===== src/rtl/dot_matrix_scanner_if.sv =====
// Scan interface for dot_matrix_scanner: animation inputs toward the scanner,
// row/column drive back toward the LED matrix side.
interface dot_matrix_scanner_if;
  logic       clk_1kHz;
  logic [1:0] mode;
  logic [2:0] pattern;
  logic [7:0] row;
  logic [7:0] col;
  logic       frame_start;

  // Producer of the scan strobe and animation state
  modport master (
    output clk_1kHz, mode, pattern,
    input  row, col, frame_start
  );

  // The scanner itself
  modport slave (
    input  clk_1kHz, mode, pattern,
    output row, col, frame_start
  );
endinterface


===== src/rtl/dot_matrix_scanner.sv =====
// dot_matrix_scanner: drives an 8x8 LED matrix one row per rising edge of the
// asynchronous clk_1kHz strobe. mode/pattern are latched only on the tick that
// selects row 0, so a frame never tears.
// Optional feature: define SCAN_BLANK_EN to hold col dark for BLANK_CYCLES
// clk cycles after every row change (anti-ghosting).
module dot_matrix_scanner #(
  parameter int unsigned BLANK_CYCLES = 64
) (
  input logic                  clk,
  input logic                  rst,   // asynchronous, active-low
  dot_matrix_scanner_if.slave  scan
);

  // Out-of-range blanking length is a build error rather than silent wrap
  if (BLANK_CYCLES == 0 || BLANK_CYCLES > 65535) begin : g_blank_range_bad
    $error("BLANK_CYCLES must be in 1..65535");
  end

  // Column pattern for one row of the current frame
  function automatic logic [7:0] col_data(input logic [1:0] m,
                                          input logic [2:0] p,
                                          input logic [2:0] r);
    logic [2:0] pos;
    logic [7:0] d;
    pos = r + p;  // 3-bit sum wraps mod 8 by construction
    case (m)
      2'd0, 2'd1: d = 8'b1 << pos;
      2'd2:       d = 8'h18;
      default:    d = 8'h00;
    endcase
    return d;
  endfunction

  logic       sync1_reg, sync2_reg, prev_reg;
  logic       tick;
  logic [2:0] row_idx_reg, row_idx_next;
  logic       fresh_reg;
  logic [1:0] f_mode_reg;
  logic [2:0] f_pat_reg;
  logic       frame_tick;
  logic [7:0] row_reg, col_reg;
  logic       frame_start_reg;

  // Two-flop synchronizer plus edge register on the scan strobe
  always_ff @(posedge clk or negedge rst) begin
    if (!rst) begin
      sync1_reg <= 1'b0;
      sync2_reg <= 1'b0;
      prev_reg  <= 1'b0;
    end else begin
      sync1_reg <= scan.clk_1kHz;
      sync2_reg <= sync1_reg;
      prev_reg  <= sync2_reg;
    end
  end

  assign tick = sync2_reg & ~prev_reg;

  // The first tick after reset always lands on row 0
  assign row_idx_next = fresh_reg ? 3'd0 : row_idx_reg + 3'd1;
  assign frame_tick   = tick && (row_idx_next == 3'd0);

  // Row index, fresh flag and frame-boundary latch of mode/pattern
  always_ff @(posedge clk or negedge rst) begin
    if (!rst) begin
      row_idx_reg <= 3'd0;
      fresh_reg   <= 1'b1;
      f_mode_reg  <= 2'd0;
      f_pat_reg   <= 3'd0;
    end else if (tick) begin
      row_idx_reg <= row_idx_next;
      fresh_reg   <= 1'b0;
      if (frame_tick) begin
        f_mode_reg <= scan.mode;
        f_pat_reg  <= scan.pattern;
      end
    end
  end

  // Registered row select and frame marker
  always_ff @(posedge clk or negedge rst) begin
    if (!rst) begin
      row_reg         <= 8'h00;
      frame_start_reg <= 1'b0;
    end else begin
      frame_start_reg <= frame_tick;
      if (tick) begin
        row_reg <= 8'b1 << row_idx_next;
      end
    end
  end

`ifdef SCAN_BLANK_EN
  logic [15:0] blank_cnt_reg;

  // Blank col after each row change; reveal the row data once the count expires.
  // Loading on the 1->0 step gives exactly BLANK_CYCLES dark cycles.
  always_ff @(posedge clk or negedge rst) begin
    if (!rst) begin
      col_reg       <= 8'h00;
      blank_cnt_reg <= 16'd0;
    end else if (tick) begin
      col_reg       <= 8'h00;
      blank_cnt_reg <= 16'(BLANK_CYCLES);
    end else if (blank_cnt_reg != 16'd0) begin
      blank_cnt_reg <= blank_cnt_reg - 16'd1;
      if (blank_cnt_reg == 16'd1) begin
        col_reg <= col_data(f_mode_reg, f_pat_reg, row_idx_reg);
      end
    end
  end
`else
  logic [1:0] eff_mode;
  logic [2:0] eff_pat;

  // On a row-0 tick the freshly latched values are bypassed straight into col
  assign eff_mode = frame_tick ? scan.mode    : f_mode_reg;
  assign eff_pat  = frame_tick ? scan.pattern : f_pat_reg;

  // Column data updates on the same edge as row
  always_ff @(posedge clk or negedge rst) begin
    if (!rst) begin
      col_reg <= 8'h00;
    end else if (tick) begin
      col_reg <= col_data(eff_mode, eff_pat, row_idx_next);
    end
  end
`endif

  assign scan.row         = row_reg;
  assign scan.col         = col_reg;
  assign scan.frame_start = frame_start_reg;

endmodule


===== src/flat_wrapper.sv =====
// flat-port wrapper written by rule: the top's interface ports become plain ports
module dot_matrix_scanner_flat 
#(
  parameter int unsigned BLANK_CYCLES = 64
)
  (clk, rst, scan_clk_1kHz, scan_mode, scan_pattern, scan_row, scan_col, scan_frame_start);
  dot_matrix_scanner_if scan_i ();
  input logic clk;
  input logic rst;
  input wire logic [$bits(scan_i.clk_1kHz)-1:0] scan_clk_1kHz;
  input wire logic [$bits(scan_i.mode)-1:0] scan_mode;
  input wire logic [$bits(scan_i.pattern)-1:0] scan_pattern;
  output wire logic [$bits(scan_i.row)-1:0] scan_row;
  output wire logic [$bits(scan_i.col)-1:0] scan_col;
  output wire logic [$bits(scan_i.frame_start)-1:0] scan_frame_start;
  assign scan_i.clk_1kHz = scan_clk_1kHz;
  assign scan_i.mode = scan_mode;
  assign scan_i.pattern = scan_pattern;
  assign scan_row = scan_i.row;
  assign scan_col = scan_i.col;
  assign scan_frame_start = scan_i.frame_start;
  dot_matrix_scanner #(.BLANK_CYCLES(BLANK_CYCLES)) u_core (.clk(clk), .rst(rst), .scan(scan_i));
endmodule

===== config.mk =====
export PLATFORM = sky130hd
export DESIGN_NAME = dot_matrix_scanner_flat
export DESIGN_NICKNAME = d
export VERILOG_FILES = /design/src/rtl/dot_matrix_scanner_if.sv /design/src/rtl/dot_matrix_scanner.sv /design/src/flat_wrapper.sv
export SDC_FILE = /design/constraint.sdc
export NUM_CORES = 1
export LEC_CHECK = 0
export ABC_CLOCK_PERIOD_IN_PS = 3100
export CAP_MARGIN = 15
export CORE_MARGIN = 2
export CORE_UTILIZATION = 25
export DETAILED_ROUTE_END_ITERATION = 8
export SLEW_MARGIN = 5
export SYNTH_ARGS = -nofsm -noshare
export SYNTH_HDL_FRONTEND = slang
export SYNTH_SLANG_ARGS = --single-unit

===== constraint.sdc =====
create_clock -name clk -period 3.1 [get_ports clk]
set_input_delay 0.62 -clock clk [delete_from_list [all_inputs] [get_ports clk]]
set_output_delay 0.62 -clock clk [all_outputs]
set_load 0.03 [all_outputs]

==> flow_summary_export.csv <==
group,metric,value,unit
hold_path,min_path_cells,0,
timing,setup_violations,0,
timing,rsz0062_at_grt,"false",
drt,dr.pass1.iters,4,
pwr,p_per_area,997,nW/um^2
synthesis,yosys_register_bits,29,
critical_path,startpoint,"u_core.row_idx_reg[0]",
cts,post_cts_buffers,0,
global_route,grt_pass1_wl,5040,um
pwr,vdd_drop_max,0.288,mV
placed_design,dpl.hpwl,2150,um
synthesis,synth-seq-area-share,0.534,
critical_path,setup.worst_path.end,"u_core.scan.col[4]",
critical_path,reg2reg_depth,9,
critical_path,critPathRequiredTime,3.29,ns
floorplanning,ios,25,
critical_path,r2r_start,"u_core.row_idx_reg[0]",
critical_path,path_depth,9,
floorplanning,die_area,6050,sq um
global_route,grt_max_degree,31,
hold_path,hold_path.class,"flip-flop to flip-flop",
timing,finalCriticalPeriod,2.99,ns
timing,fmaxAchievable,335,MHz
critical_path,path_cells,"ha_1 -> and2b_4 -> a21oi_4 -> nor2_4 -> mux2_2 -> ha_1 -> fa_2 -> or4_4 -> o22ai_2",
timing,finalMaxSlewViolations,0,
cts,clockBufferDepth,2,
floorplanning,fp-row-count,26,
job,max_cap_viol_count,0,
floorplanning,die_w,77.8,um
critical_path,crit_arrival,3.18,ns
critical_path,slowest_delay,0.56,ns
pwr,power.total,1.77,mW
drt,wl_per_cell,13.2,um
cts,cts.sinks,29,
placed_design,gp_congestion,0.814,
finish,regArea,727,sq um
critical_path,cp_num_buf_inv,0,
synthesis,synth_cell_type_count,40,
global_route,grt_pass1_vias,1064,
drt,wirelength,2810,um
synthesis,syn_avg_cell_area,12.3,sq um
finish,fillers,505,
synthesis,synth.top_cell.area_share,0.515,
placed_design,port_buffers,24,
timing,finClkSkew,0.00486,ns
floorplanning,coreArea,5170,sq um
finish,fin_nets,153,
cts,cts-root-buf,"clkbuf_8",
synthesis,synth_nets,122,
drt,num_vias,955,
finish,antenna_cells,0,
cts,clk_pin_slew,0.06,ns
synthesis,synth_cells,111,
timing,fin_crit_sh,0.964,
finish,areaGrowthSynthToFinish,30.8,%
timing,maxSlewHeadroom,0.694,
synthesis,synthTopCellsByArea,"dfrtp_1 (51%), nand2_1 (5.0%), mux2_2 (5.0%), o31ai_1 (3.3%), xnor2_2 (2.4%)",
drt,drcViolationCount,0,
critical_path,cp_top_family,"simple AND/OR/NAND/NOR gates",
synthesis,ys_warn_count,0,
pwr,leakagePower,0.742,nW
global_route,grt-ovfl-total,0,
finish,multiInputGateArea,608,sq um
critical_path,rr_endpoint,"u_core.scan.col[4]",
cts,insertion_delay,0.27,ns
run_status,status,"finished, final reports clean",
critical_path,cp_max_fo,5,
timing,fin_tns_setup,0,ns
floorplanning,initial_core_util,0.263,
critical_path,rrSetupSlack,0.11,ns
global_route,antenna_found_initial,0,
drt,routed_via_density,4.48,
finish,mostFrequentLayoutCells,"dfrtp_1 (28), clkdlybuf4s50_1 (24), nand2_1 (18)",
cts,cts_tree,"done",
critical_path,cp_slowest_cell,"or4_4",
cts,h-tree-depth,2,
timing,hold_viol_final,0,
critical_path,start_kind,"flip-flop",
drt,ant_nets,0,
critical_path,end_kind,"flip-flop",
drt,drtIter0Drc,76,
cts,cts_buffers,5,
synthesis,synth_top_area_cell,"dfrtp_1",
synthesis,syn-cell-area,1360,sq um
finish,mostFrequentLayoutCell,"dfrtp_1",
global_route,grt_use_total,0.106,
floorplanning,fp.dieH,77.8,um
critical_path,critPathKind,"flip-flop to flip-flop",
timing,worst_pin_slew,0.456,ns
critical_path,cpMostUsedCell,"ha_1",
finish,drive_gt1_frac,0.224,
[worst min-delay path by stage]
| stage | from | to | slack (ns) |
|---|---|---|---|
| CTS | u_core.sync1_reg | u_core.sync2_reg | 0.35 |
| finish | u_core.sync1_reg | u_core.sync2_reg | 0.36 |
| detailed placement | u_core.sync1_reg | u_core.sync2_reg | 0.34 |
| global placement | u_core.sync1_reg | u_core.sync2_reg | 0.33 |
| global route | u_core.sync1_reg | u_core.sync2_reg | 0.37 |
| floorplan | rst | u_core.f_mode_reg[0] | 0.32 |
[logic make-up after synthesis]
family / after synthesis / synth area share
fa+ha+maj: 3 / 0.0331
compound gates: 25 / 0.152
simple gates: 36 / 0.141
xor+xnor: 4 / 0.0478
flops: 29 / 0.534
mux: 8 / 0.0680
buf+inv: 6 / 0.0248
[report_power, final]
part / switching (mW) / internal [mW] / leakage, nW
sequential: 0.0762 / 0.497 / 0.371
clock: 0.129 / 0.159 / 0.0395
combinational: 0.518 / 0.395 / 0.332
[per-stage QoR]
| step | util | cells | cell area, sq um | hold slack (ns) | worst slack, ns |
|---|---|---|---|---|---|
| floorplan | - | 111 | 1370 | 0.324 | 0.0277 |
| global placement | 0.328 | 205 | 1700 | 0.334 | 0.174 |
| detailed placement | 0.328 | 205 | 1700 | 0.336 | 0.0666 |
| CTS | 0.344 | 213 | 1780 | 0.350 | 0.0610 |
| global route | 0.344 | 213 | 1780 | 0.367 | 0.0238 |
| finish | 0.344 | 213 | 1780 | 0.356 | 0.110 |
[layer usage]
metal	vias to the layer above	global-route usage	part of all wire
li1	454	-	-
met2	24	0.175	0.50
met4	0	0.0446	0.015
met1	472	0.126	0.43
met5	-	0	0
met3	5	0.0326	0.053
[Yosys cell counts, drive strengths merged]
library cell	count
or3	1
a32o	2
o22ai	2
dfstp	1
and2	1
dfrtp	28
nor3b	2
or2b	1
o21ai	7
and2b	2
inv	2
nand4	1
buf	2
ha	2
nor3	1
nor2	4
mux2i	1
or4	1
nand3	1
xor2	2
a21oi	1
clkbuf	2
o31ai	6
o41ai	2
nand2	18
fa	1
a21o	1
nand2b	3
mux2	7
a2bb2oi	1
a311oi	1
a31oi	1
o211ai	1
xnor2	2
[layout make-up]
type | instances | share of cell area
inverter | 2 | 0.00422
sequential | 29 | 0.408
multi-input combinational | 76 | 0.342
tap | 70 | 0.0492
timing repair buffer | 28 | 0.152
clock buffer | 8 | 0.0450
[what timing repair did]
item	4_1_cts	5_1_grt
hold endpoints to repair	0	0
hold buffers	0	0
setup endpoints to repair	0	2
resized for setup	0	1
Power figures use the tool's default switching activity.
